===== src/rtl/adc_align_ctrl.sv =====
// adc_align_ctrl: post-reset word-alignment sequencer for the per-lane 1:8 DDR
// deserializers of the ADC capture path. Walks lanes in order, issues bitslip
// pulses until the training pattern holds, and reports per-lane status.
// Optional build macro: ADC_ALIGN_TIMEOUT_EN adds a 24-bit WAIT_RDY watchdog.
module adc_align_ctrl #(
  parameter int unsigned  S             = 8,
  parameter int unsigned  D             = 16,
  parameter logic [D-1:0] TRAIN_PATTERN = 16'hA5C3,
  parameter int unsigned  MATCH_CNT     = 8,
  parameter int unsigned  MAX_SLIPS     = 8,
  parameter int unsigned  SETTLE_CYC    = 4
) (
  input  logic           ref_clk,
  input  logic           ref_rst_n,
  input  logic           start,
  input  logic           delay_ready,
  input  logic [S-1:0]   rx_locked,
  input  logic [S*D-1:0] rx_data,
  output logic [S-1:0]   bitslip,
  output logic [S*4-1:0] bcount,
  output logic [S-1:0]   lane_aligned,
  output logic [S-1:0]   lane_fail,
  output logic           align_done,
  output logic           align_ok,
  output logic           busy
);

  localparam int unsigned LW = (S > 1) ? $clog2(S) : 1;
  localparam int unsigned CW = 8;
  localparam int unsigned BW = 4;

  localparam logic [LW-1:0] LAST_LANE  = LW'(S - 1);
  localparam logic [CW-1:0] MATCH_TGT  = CW'(MATCH_CNT);
  localparam logic [CW-1:0] SETTLE_TGT = CW'(SETTLE_CYC);
  localparam logic [BW-1:0] SLIP_MAX   = BW'(MAX_SLIPS);

  typedef enum logic [2:0] {
    IDLE, WAIT_RDY, CHECK, SLIP, SETTLE, NEXT, DONE
  } state_t;

  state_t          state_q, state_d;
  logic [LW-1:0]   lane_q, lane_d;
  logic [CW-1:0]   match_q, match_d;
  logic [CW-1:0]   settle_q, settle_d;
  logic [S-1:0]    bitslip_d;
  logic [S*BW-1:0] bcount_d;
  logic [S-1:0]    aligned_d;
  logic [S-1:0]    fail_d;
  logic            done_d;
  logic            ok_d;
  logic            busy_d;

  logic            lock_ok;
  logic            hold_done;
  logic [D-1:0]    cur_word;
  logic [BW-1:0]   cur_bcnt;

`ifdef ADC_ALIGN_TIMEOUT_EN
  localparam int unsigned WW = 24;
  logic [WW-1:0]   wdog_q, wdog_d;
  logic            tout_q, tout_d;
`endif

  // Readiness of the whole capture front end
  assign lock_ok = delay_ready & (&rx_locked);

  // Select the word and slip count of the lane currently being aligned
  always_comb begin
    cur_word = '0;
    cur_bcnt = '0;
    for (int unsigned i = 0; i < S; i++) begin
      if (lane_q == LW'(i)) begin
        cur_word = rx_data[i*D +: D];
        cur_bcnt = bcount[i*BW +: BW];
      end
    end
  end

  // State register and registered outputs
  always_ff @(posedge ref_clk or negedge ref_rst_n) begin
    if (!ref_rst_n) begin
      state_q      <= IDLE;
      lane_q       <= '0;
      match_q      <= '0;
      settle_q     <= '0;
      bitslip      <= '0;
      bcount       <= '0;
      lane_aligned <= '0;
      lane_fail    <= '0;
      align_done   <= 1'b0;
      align_ok     <= 1'b0;
      busy         <= 1'b0;
`ifdef ADC_ALIGN_TIMEOUT_EN
      wdog_q       <= '0;
      tout_q       <= 1'b0;
`endif
    end else begin
      state_q      <= state_d;
      lane_q       <= lane_d;
      match_q      <= match_d;
      settle_q     <= settle_d;
      bitslip      <= bitslip_d;
      bcount       <= bcount_d;
      lane_aligned <= aligned_d;
      lane_fail    <= fail_d;
      align_done   <= done_d;
      align_ok     <= ok_d;
      busy         <= busy_d;
`ifdef ADC_ALIGN_TIMEOUT_EN
      wdog_q       <= wdog_d;
      tout_q       <= tout_d;
`endif
    end
  end

  // Next-state and next-output logic; lock loss is applied last so it wins
  always_comb begin
    state_d   = state_q;
    lane_d    = lane_q;
    match_d   = match_q;
    settle_d  = settle_q;
    bitslip_d = '0;
    bcount_d  = bcount;
    aligned_d = lane_aligned;
    fail_d    = lane_fail;
    done_d    = align_done;
    ok_d      = align_ok;
    hold_done = 1'b0;
`ifdef ADC_ALIGN_TIMEOUT_EN
    wdog_d    = wdog_q;
    tout_d    = tout_q;
    hold_done = tout_q;
`endif

    case (state_q)
      IDLE: begin
        if (start) begin
          aligned_d = '0;
          fail_d    = '0;
          bcount_d  = '0;
          state_d   = WAIT_RDY;
        end
      end

      WAIT_RDY: begin
        if (lock_ok) begin
          lane_d  = '0;
          match_d = '0;
          state_d = CHECK;
        end
`ifdef ADC_ALIGN_TIMEOUT_EN
        else if (wdog_q == '1) begin
          fail_d  = '1;
          done_d  = 1'b1;
          ok_d    = 1'b0;
          tout_d  = 1'b1;
          state_d = DONE;
        end else begin
          wdog_d = wdog_q + WW'(1);
        end
`endif
      end

      CHECK: begin
        if (cur_word == TRAIN_PATTERN) begin
          if ((match_q + CW'(1)) == MATCH_TGT) begin
            match_d           = '0;
            aligned_d[lane_q] = 1'b1;
            state_d           = NEXT;
          end else begin
            match_d = match_q + CW'(1);
          end
        end else begin
          match_d = '0;
          if (cur_bcnt == SLIP_MAX) begin
            fail_d[lane_q] = 1'b1;
            state_d        = NEXT;
          end else begin
            bitslip_d[lane_q] = 1'b1;
            state_d           = SLIP;
          end
        end
      end

      SLIP: begin
        for (int unsigned i = 0; i < S; i++) begin
          if (lane_q == LW'(i) && cur_bcnt != SLIP_MAX) begin
            bcount_d[i*BW +: BW] = cur_bcnt + BW'(1);
          end
        end
        settle_d = '0;
        state_d  = SETTLE;
      end

      SETTLE: begin
        if ((settle_q + CW'(1)) == SETTLE_TGT) begin
          settle_d = '0;
          match_d  = '0;
          state_d  = CHECK;
        end else begin
          settle_d = settle_q + CW'(1);
        end
      end

      NEXT: begin
        match_d = '0;
        if (lane_q == LAST_LANE) begin
          done_d  = 1'b1;
          ok_d    = &lane_aligned;
          state_d = DONE;
        end else begin
          lane_d  = lane_q + LW'(1);
          state_d = CHECK;
        end
      end

      DONE: begin
        done_d = 1'b1;
        ok_d   = &lane_aligned;
        if (start) begin
          aligned_d = '0;
          fail_d    = '0;
          bcount_d  = '0;
          done_d    = 1'b0;
          ok_d      = 1'b0;
`ifdef ADC_ALIGN_TIMEOUT_EN
          tout_d    = 1'b0;
`endif
          state_d   = WAIT_RDY;
        end
      end

      default: state_d = IDLE;
    endcase

    // Lock loss restarts the sequence; a watchdog-forced DONE is held until start
    if (state_q != IDLE && state_q != WAIT_RDY && !lock_ok && !hold_done) begin
      state_d   = WAIT_RDY;
      lane_d    = '0;
      match_d   = '0;
      settle_d  = '0;
      bitslip_d = '0;
      bcount_d  = '0;
      aligned_d = '0;
      fail_d    = '0;
      done_d    = 1'b0;
      ok_d      = 1'b0;
    end

`ifdef ADC_ALIGN_TIMEOUT_EN
    // Watchdog restarts on every entry into WAIT_RDY
    if (state_d == WAIT_RDY && state_q != WAIT_RDY) begin
      wdog_d = '0;
    end
`endif

    busy_d = (state_d != IDLE) && (state_d != DONE);
  end

endmodule


===== config.mk =====
export PLATFORM = sky130hd
export DESIGN_NAME = adc_align_ctrl
export DESIGN_NICKNAME = d
export VERILOG_FILES = /design/src/rtl/adc_align_ctrl.sv
export SDC_FILE = /design/constraint.sdc
export NUM_CORES = 1
export LEC_CHECK = 0
export BUFFER_PORTS_ARGS = -buffer_cell sky130_fd_sc_hd__buf_2
export CELL_PAD_IN_SITES_DETAIL_PLACEMENT = 1
export CELL_PAD_IN_SITES_GLOBAL_PLACEMENT = 2
export CORE_UTILIZATION = 31
export CTS_CLUSTER_SIZE = 40
export DETAILED_ROUTE_END_ITERATION = 8
export PLACE_DENSITY_LB_ADDON = 0.1
export SLEW_MARGIN = 20
export SYNTH_ARGS = -nofsm -noshare
export SYNTH_HDL_FRONTEND = slang
export SYNTH_SLANG_ARGS = --single-unit

===== constraint.sdc =====
create_clock -name ref_clk -period 7.9 [get_ports ref_clk]
set_input_delay 1.58 -clock ref_clk [delete_from_list [all_inputs] [get_ports ref_clk]]
set_output_delay 1.58 -clock ref_clk [all_outputs]
set_load 0.05 [all_outputs]

==> metrics.txt <==
I/O Pins=199; Post-route DRC=0; Vias=roughly 5,300; Worst-Margin Slew=between 0.9 and 1 ns; Root Driver=clkbuf_16; Sequential Area=2027 um^2; DR iter-0 viols=213; Syn Nets=724; PostCTS Resize Cnt=0; Setup-failing EPs final=0; core box area=16,120 um^2; Final Hold Fails=0; Avg WL per Cell=a little under 20 um; GR Overflow Total=0; number of global-route vias before repair=about 5,500; CTS tree=yes; die area=approximately 17,000 um^2; cell count after synthesis=574; status=complete, no violations; # port buffers=198; Crit. End Element=flip-flop; Area growth, synth to finish=27.42%; die width=131.2 um; ys async rst share=1.000; Synth Warn #=0; fin. max-slew vios=0; PnR worst setup slack=3.446 ns; Min-Delay Path Class=reg2reg; ys flop type=dfrtp_1; VDD IR-drop max=approximately 0.000095 V; WL final=19,310 um; Layout Skew=just over 0.008 ns; Leak=0.003177 uW; post-place setup slack=between 3 and 4 ns; largest net degree at the start of global routing=82; # fillers=about 2,000; gpl congestion=0.8839; crit start category=flip-flop; H-tree depth=3; worst-path maximum fanout=27; RSZ-0062 raised after global routing=false; library cells used by synthesis=78; Syn Area/Cell=9.013 um^2; Nets=905; TNS Setup=0 ns; initial antenna violation count=1; Post-synth EDFFs=0; first-pass GRT wire length=31,280 um; register bit count reported by yosys=81; Setup CP Type=reg2reg; PwrDens=roughly 230 nW/um^2; row count=46; worst rel slew slack=0.3847; CTS buffer count=9; via-per-instance ratio=5.390; Total GRT Usage=0.2301; CTS max path bufs=2; crit path time final=4.454 ns; Pre-antenna DRT Iters=4; Multi-input gate area=2892 um^2; Max-Cap Viols=0; Synth Cell Area=5174 um^2; share of layout cells above drive strength 1=0.3566; Setup Fix Bufs, Post-CTS=0; CTS clock-pin slew for the worst setup and hold paths=0.06 ns; hold_buf cts=0; Starting Density=0.3210; fin crit share=0.5638; f_max=between 200 and 250 MHz; ANT nets after route=0; clk sinks=81; Crit path arrival time=4.67 ns; die height=between 100 and 150 um; Seq/Total Area, Yosys=0.3918; Clock Latency Late Sink=between 0.3 and 0.4 ns; Post-DP HPWL=between 10,000 and 15,000 um; CP Data Required Time=8.11 ns
-- cell type report --
cell class	count	area share
clock buffer	14	0.03853
clock inverter	2	0.005694
sequential	81	0.3075
antenna	1	0.0003796
timing repair buffer	204	0.1581
tap	216	0.04099
multi-input combinational	441	0.4386
inverter	18	0.01025
-- logic make-up (layout without fill, tap and decap cells) --
logic type,after synthesis,count (layout),share of synthesized area
DFF,81,81,0.3918
adders and majority gates,10,10,0.02418
muxes,38,38,0.08271
xor gates and xnor gates,10,10,0.01693
and+or+nand+nor,206,206,0.2039
other,0,1,0
buffers and inverters,52,238,0.05006
AOI/OAI and AO/OA,177,177,0.2305
-- routing by layer --
| layer | vias to the layer above | wire, um | part of all wire | global-route usage |
|---|---|---|---|---|
| met3 | 25 | 952 | 0.049 | 0.03974 |
| met1 | 2570 | 8288 | 0.43 | 0.2835 |
| li1 | 2493 | - | - | - |
| met5 | - | 0 | 0 | 0 |
| met4 | 0 | 443 | 0.023 | 0.07908 |
| met2 | 178 | 9625 | 0.50 | 0.4025 |
-- flip-flops by register name, indices dropped and copies added, names as in the netlist --
name,count
bitslip,8
lane_aligned,8
align_done,1
lane_q,3
state_q,3
settle_q,8
lane_fail,8
align_ok,1
busy,1
bcount,32
match_q,8
-- path summary, 6_finish.rpt --
| path | startpoint | to | slack (ns) | cells past startpoint |
|---|---|---|---|---|
| setup / recovery | lane_q[0] | busy | 3.45 | 13 |
| hold / removal | lane_fail[1] | lane_fail[1] | 0.49 | 2 |
| setup reg to reg | lane_q[0] | busy | 3.45 | 13 |
| hold reg to reg | lane_fail[1] | lane_fail[1] | 0.49 | 2 |
| max in group asynchronous | ref_rst_n | bcount[14] | 6.08 | 1 |
| min in group asynchronous | ref_rst_n | settle_q[1] | 1.28 | 1 |
-- worst max-delay path, stage by stage, from the launching register on --
cell       delay (ns)
dfrtp_1          0.50
ha_1             0.28
ha_1             0.18
buf_4            0.23
nor2_2           0.53
o221ai_1         0.24
a222oi_1         0.49
nand2_1          0.11
a2111oi_1        0.50
o311a_1          0.51
mux2_4           0.34
o21ai_1          0.18
xnor2_1          0.14
o21bai_1         0.08
-- placed cells by master, fill, tap and decap left out, types with 4 or more instances in the layout --
master	n
clkbuf_16	9
nor2b_1	19
o31ai_1	9
o21ai_0	45
nor2_1	54
nor4_1	4
xnor2_1	4
o21ai_1	5
a21oi_1	38
nand3_1	17
clkbuf_1	4
a21o_1	4
inv_1	16
buf_4	6
ha_1	10
nand4_1	7
mux2_1	4
nor3_1	11
buf_2	197
o22ai_1	6
mux2_2	30
a221oi_1	11
and3_1	4
nand2_1	56
xor2_1	6
o21ai_2	7
and3b_1	4
a22o_1	4
dfrtp_1	81
-- synth_stat cells, types with 6 or more instances --
library cell,count,area (um^2)
a21oi_1,38,190.2
a221oi_1,11,96.34
buf_2,6,30.03
buf_6,6,67.56
clkbuf_1,17,63.81
dfrtp_1,81,2027
ha_1,10,125.1
inv_1,16,60.06
mux2_2,30,337.8
nand2_1,56,210.2
nand3_1,17,85.08
nand4_1,7,43.79
nor2_1,54,202.7
nor2b_1,19,118.9
nor3_1,11,55.05
o21ai_0,45,225.2
o21ai_1,6,30.03
o21ai_2,6,52.55
o22ai_1,6,37.54
o31ai_1,9,67.56
xor2_1,6,52.55
-- through the flow --
stage          instance area (um^2)  total power (uW)  hold WS [ns]  utilization  instances
6_report                       6593              1511        0.4879       0.4091        977
5_1_grt                        6593              1585        0.5466       0.4091        977
4_1_cts                        6583              1530        0.4969       0.4085        976
3_5_place_dp                   6291              1103        0.4824       0.3904        960
3_3_place_gp                   6291              1096        0.4789       0.3904        960
2_1_floorplan                  5174             914.0        0.4809            -        574
-- where the power goes --
group          switching (uW)  internal, uW
Clock                     167           254
Sequential               59.1           480
Combinational             389           161
Total                     616           895
(Power assumes the default switching activity.)
